**src/rtl/sar_readout.sv**
```systemverilog
// SAR readout buffer: captures one result word per clk_sample rising edge, tags it with a
// sequence number and presents it on a ready/valid stream through a small FIFO. The first
// word after reset is discarded; words lost to a full FIFO raise a sticky overflow flag.
module sar_readout #(
  parameter int unsigned BITS  = 9,
  parameter int unsigned DEPTH = 4,
  parameter int unsigned AW    = 2,
  parameter int unsigned TAGW  = 4
) (
  input  logic            clock,
  input  logic            reset_n,
  input  logic            clk_sample,
  input  logic [BITS:0]   result,
  output logic [BITS:0]   out_data,
  output logic [TAGW-1:0] out_tag,
  output logic            out_valid,
  input  logic            out_ready,
  output logic [AW:0]     count,
  output logic            overflow,
  input  logic            clear_ovf
);

  localparam logic [AW:0]   CountFull = (AW + 1)'(DEPTH);
  localparam logic [AW:0]   CountZero = '0;
  localparam logic [AW-1:0] PtrOne    = AW'(1);
  localparam logic [AW:0]   CountOne  = (AW + 1)'(1);

  // FIFO storage (no reset needed: contents are only read when count says they are valid)
  logic [BITS:0]   data_mem_q [DEPTH];
  logic [TAGW-1:0] tag_mem_q  [DEPTH];

  // Control state
  logic            clk_sample_q;
  logic            discard_q,  discard_d;
  logic [TAGW-1:0] seq_q,      seq_d;
  logic [AW-1:0]   wr_ptr_q,   wr_ptr_d;
  logic [AW-1:0]   rd_ptr_q,   rd_ptr_d;
  logic [AW:0]     count_q,    count_d;
  logic            overflow_q, overflow_d;
  logic            valid_q,    valid_d;
  logic [BITS:0]   head_data_q, head_data_d;
  logic [TAGW-1:0] head_tag_q,  head_tag_d;

  // Event decode
  logic cap;
  logic real_cap;
  logic full;
  logic pop;
  logic push;
  logic drop;
  logic head_is_new;

  // Decode capture, push, pop and drop for this cycle
  always_comb begin
    cap      = clk_sample & ~clk_sample_q;
    real_cap = cap & ~discard_q;
    full     = (count_q == CountFull);
    // valid_q mirrors count_q != 0, so popping never depends combinationally on out_ready
    // feeding back into out_valid.
    pop      = valid_q & out_ready;
    // A full FIFO still accepts a word when the head leaves in the same cycle.
    push     = real_cap & (~full | pop);
    drop     = real_cap & full & ~pop;
  end

  // Next-state for pointers, occupancy, sequence tag, discard and overflow flags
  always_comb begin
    discard_d  = discard_q;
    seq_d      = seq_q;
    wr_ptr_d   = wr_ptr_q;
    rd_ptr_d   = rd_ptr_q;
    count_d    = count_q;
    overflow_d = overflow_q;

    if (cap) begin
      discard_d = 1'b0;
    end
    // Tag advances on every real capture, dropped or not, so gaps are visible downstream.
    if (real_cap) begin
      seq_d = seq_q + TAGW'(1);
    end
    if (push) begin
      wr_ptr_d = wr_ptr_q + PtrOne;
    end
    if (pop) begin
      rd_ptr_d = rd_ptr_q + PtrOne;
    end

    unique case ({push, pop})
      2'b10:   count_d = count_q + CountOne;
      2'b01:   count_d = count_q - CountOne;
      default: count_d = count_q;
    endcase

    // Setting wins over clearing in the same cycle.
    if (drop) begin
      overflow_d = 1'b1;
    end else if (clear_ovf) begin
      overflow_d = 1'b0;
    end
  end

  // Next head word: registered so out_data holds its last value once the FIFO drains
  always_comb begin
    valid_d     = (count_d != CountZero);
    head_data_d = head_data_q;
    head_tag_d  = head_tag_q;
    // The incoming word lands on the new head slot only when nothing else is left ahead of it.
    head_is_new = push & (wr_ptr_q == rd_ptr_d);
    if (valid_d) begin
      if (head_is_new) begin
        head_data_d = result;
        head_tag_d  = seq_q;
      end else begin
        head_data_d = data_mem_q[rd_ptr_d];
        head_tag_d  = tag_mem_q[rd_ptr_d];
      end
    end
  end

  // Control and head registers with asynchronous reset
  always_ff @(posedge clock or negedge reset_n) begin
    if (!reset_n) begin
      clk_sample_q <= 1'b0;
      discard_q    <= 1'b1;
      seq_q        <= '0;
      wr_ptr_q     <= '0;
      rd_ptr_q     <= '0;
      count_q      <= '0;
      overflow_q   <= 1'b0;
      valid_q      <= 1'b0;
      head_data_q  <= '0;
      head_tag_q   <= '0;
    end else begin
      clk_sample_q <= clk_sample;
      discard_q    <= discard_d;
      seq_q        <= seq_d;
      wr_ptr_q     <= wr_ptr_d;
      rd_ptr_q     <= rd_ptr_d;
      count_q      <= count_d;
      overflow_q   <= overflow_d;
      valid_q      <= valid_d;
      head_data_q  <= head_data_d;
      head_tag_q   <= head_tag_d;
    end
  end

  // FIFO storage write port
  always_ff @(posedge clock) begin
    if (push) begin
      data_mem_q[wr_ptr_q] <= result;
      tag_mem_q[wr_ptr_q]  <= seq_q;
    end
  end

  // Outputs come straight from registers
  always_comb begin
    out_data  = head_data_q;
    out_tag   = head_tag_q;
    out_valid = valid_q;
    count     = count_q;
    overflow  = overflow_q;
  end

endmodule

```
**config.mk**
```make
export PLATFORM = sky130hd
export DESIGN_NAME = sar_readout
export DESIGN_NICKNAME = d
export VERILOG_FILES = /design/src/rtl/sar_readout.sv
export SDC_FILE = /design/constraint.sdc
export NUM_CORES = 1
export LEC_CHECK = 0
export BUFFER_PORTS_ARGS = -buffer_cell sky130_fd_sc_hd__buf_2
export CORE_ASPECT_RATIO = 1.25
export CORE_UTILIZATION = 55
export DETAILED_ROUTE_END_ITERATION = 10
export PLACE_DENSITY = 0.84
export SLEW_MARGIN = 10
export SYNTH_ARGS = -nofsm -noshare
export SYNTH_HDL_FRONTEND = slang
export SYNTH_SLANG_ARGS = --single-unit
```
**constraint.sdc**
```tcl
create_clock -name clock -period 4.1 [get_ports clock]
set_input_delay 0.82 -clock clock [delete_from_list [all_inputs] [get_ports clock]]
set_output_delay 0.82 -clock clock [all_outputs]
set_load 0.02 [all_outputs]
```
==> flow_summary_export.csv <==
group,metric,value,unit
placed_design,place_area,4469,µm²
cells_and_area,layout-drive-gt1-share,28.21,%
floorplan,io_pins,34,
critical_path,worstSetupEndpointType,"register",
synth,synth_enable_flop_cells,56,
synth,post_synth.cell_area_avg,15.64,µm²
sta,clock_skew,0.01421,ns
drt,via_count,2337,
clock_tree,cts_tree,"yes",
global_route,antenna_found_initial,0,
pwr,total_leakage_power,1.983,nW
sta,setup_repair_after_global_routing_missed_its_margin,"false",
cells_and_area,finish.utilization,62.99,%
sta,hold_violation_count_in_the_final_report,0,
drt,routed-wl-met3,222,µm
drt,drc,0,
synth,synth_area_leader_cell,"sky130_fd_sc_hd__edfxtp_1",
floorplan,start_util,57.26,%
global_route,grt_max_degree,30,
clock_tree,path_clk_slew,0.09,ns
floorplan,floorplan.core_area,7401,µm²
drt,avgRoutedWirePerCell,18.91,µm
synth,ys_top_cells_by_area,"sky130_fd_sc_hd__edfxtp_1, sky130_fd_sc_hd__dfrtp_1, sky130_fd_sc_hd__mux2i_1, sky130_fd_sc_hd__mux4_2, sky130_fd_sc_hd__mux2_4",
sta,drv_slew,0,
sta,timing.final.setup_violations,0,
synth,synth_seq_area_share,56.83,%
clock_tree,postCtsResizedCells,0,
clock_tree,clock_insertion_delay_worst_skew,0.35,ns
drt,overall_routed_net_length,7640,µm
placed_design,place.detailed.hpwl,5044,µm
synth,synth.distinct_cells,40,
floorplan,die_h,100.1,µm
cells_and_area,diodes,0,
placed_design,final_weighted_congestion_in_routability_driven_placement,0.7920,
run,cap_viol_max_count,0,
global_route,gr-usage-all-layers,21.59,%
pwr,vdd_ir_drop_max,399.3,µV
drt,drt-initial-drc-count,149,
pwr,power_density,667.4,nW/µm²
synth,post_synth_inst_count,271,
placed_design,placement.io_buffers,33,
critical_path,worst-setup-path-type,"in -> reg",
floorplan,floorplan.rows,35,
synth,syn-num-nets,292,
sta,finalSetupTns,0,ns
global_route,overflow,0,
hold_path,min_path_type,"in -> async",
critical_path,critical_path_required,4.33,ns
synth,postSynth.topFlopCell,"sky130_fd_sc_hd__edfxtp_1",
cells_and_area,areaGrowthSynthToFinish,10.01,%
sta,worst-slew-pin-transition,0.8667,ns
sta,maxClockFrequency,0.3084,GHz
synth,yosysWarnings,0,
cells_and_area,final_cell_mix,"sky130_fd_sc_hd__mux2i_1, sky130_fd_sc_hd__edfxtp_1, sky130_fd_sc_hd__buf_2",
status,outcome,"completed",
synth,share_of_synthesized_registers_carrying_an_async_set_or_reset,34.12,%
drt,detailedRoute.firstPassIterationCount,5,
critical_path,worst-endpoint-arrival,3.48,ns
global_route,grt_pass1_wl,12380,µm
clock_tree,postCtsSetupRepairBufs,0,
clock_tree,number_of_buffers_on_the_longest_clock_path,2,
floorplan,dieWidth,80.51,µm
cells_and_area,finish.net_count,328,
clock_tree,numClockSinks,85,
critical_path,cp-start-kind,"input pin",
floorplan,total_die_area,8062,µm²
clock_tree,postCtsHoldBufs,0,
global_route,via_count_of_the_first_global_routing_pass,2485,
clock_tree,tritoncts.num_buffers,9,
synth,synth_top_cell_area_share,39.68,%
synth,ys_seq_elements,85,
sta,post-route-min-period,3.242,ns
sta,max-slew-margin-rel,42.22,%
cells_and_area,layout.cell_area.non_filler,4662,µm²
critical_path,critical_path_peak_fanout,15,
cells_and_area,mostFrequentLayoutCell,"sky130_fd_sc_hd__mux2i_1",
synth,synth.cell_area,4238,µm²
clock_tree,h-tree-depth,3,
drt,post_drt_via_cell_ratio,5.785,
drt,dr.max_layer_used,"met4",
clock_tree,root_buffer,"sky130_fd_sc_hd__clkbuf_8",
drt,detail-route-antenna-nets,0,
drt,wl_met1,3272,µm
sta,final_worst_path_period_share,79.08,%
drt,met2WireLength,3980,µm
through the flow:
step	hold slack [ns]	instances	total power [mW]	setup slack [ns]
floorplan	0.4745	271	2.270	0.9712
global placement	0.4849	388	2.512	0.6394
detailed placement	0.4968	388	2.572	0.5171
CTS	0.5092	404	3.142	0.8785
global route	0.5276	404	3.294	0.6155
finish	0.5010	404	3.111	0.8576
flip-flops by register name, indices dropped and copies added (netlist names):
name / flops
data_mem_q: 40
tag_mem_q: 16
out_data: 10
out_tag: 4
seq_q: 4
count: 3
rd_ptr_q: 2
wr_ptr_q: 2
clk_sample_q: 1
discard_q: 1
out_valid: 1
overflow: 1
synth_stat cells, types with 2 or more instances:
cell type,count
sky130_fd_sc_hd__edfxtp_1,56
sky130_fd_sc_hd__mux2i_1,70
sky130_fd_sc_hd__and2_1,6
sky130_fd_sc_hd__mux4_2,14
sky130_fd_sc_hd__a211o_1,2
sky130_fd_sc_hd__nand4_1,2
sky130_fd_sc_hd__inv_1,19
sky130_fd_sc_hd__nand2_1,5
sky130_fd_sc_hd__mux2_2,6
sky130_fd_sc_hd__ha_1,5
sky130_fd_sc_hd__a21boi_0,2
sky130_fd_sc_hd__xnor2_1,8
sky130_fd_sc_hd__buf_4,3
sky130_fd_sc_hd__buf_2,6
sky130_fd_sc_hd__mux2_4,9
sky130_fd_sc_hd__dfrtp_1,28
sky130_fd_sc_hd__nor4b_1,3
sky130_fd_sc_hd__o21ai_0,3
sky130_fd_sc_hd__nor2_1,3
worst max-delay path, stage by stage:
cell and delay [ns]:
sky130_fd_sc_hd__buf_2 0.10, sky130_fd_sc_hd__nor3b_2 0.44, sky130_fd_sc_hd__nor2_1 0.16, sky130_fd_sc_hd__fa_1 0.47, sky130_fd_sc_hd__nor3_1 0.27, sky130_fd_sc_hd__o21ai_1 0.17, sky130_fd_sc_hd__o211ai_4 0.63, sky130_fd_sc_hd__mux2_2 0.41
kinds of logic after synthesis:
family / after synthesis / synth area share (%)
fa+ha+maj: 6 / 1.949
compound gates: 12 / 2.657
mux: 99 / 28.76
buf+inv: 33 / 3.956
simple gates: 28 / 4.193
flops: 85 / 56.83
xor+xnor: 8 / 1.653
report_power, final:
part	leakage [nW]	internal (mW)	switching, mW	total [mW]
Combinational	1.05	0.623	0.605	1.23
Clock	0.0858	0.283	0.289	0.572
Sequential	0.847	1.15	0.165	1.31
Total	1.98	2.05	1.06	3.11
metal layers:
metal,global-route usage (%),vias up
met2,37.03,43
met5,0,-
met3,3.636,11
li1,-,1084
met4,9.890,0
met1,26.50,1199
worst paths after layout:
path / from / slack (ns) / cells after the start / endpoint
setup reg to reg: clk_sample_q / 1.00 / 7 / out_data[5]
setup / recovery: clk_sample / 0.86 / 8 / out_data[5]
min in group clock: discard_q / 0.51 / 1 / discard_q
max in group asynchronous: reset_n / 3.13 / 1 / count[0]
hold reg to reg: discard_q / 0.51 / 1 / discard_q
hold / removal: reset_n / 0.50 / 1 / out_data[2]
final cells by class:
cell class | count | area, µm²
fillers | 541 | 2739
flip-flops and latches | 85 | 2409
multi-input cells | 153 | 1664
repair buffers | 39 | 210.2
clock buffers | 11 | 131.4
well taps | 92 | 115.1
inverters | 19 | 71.32
clock inverters | 5 | 61.31
(Power assumes the default switching activity.)
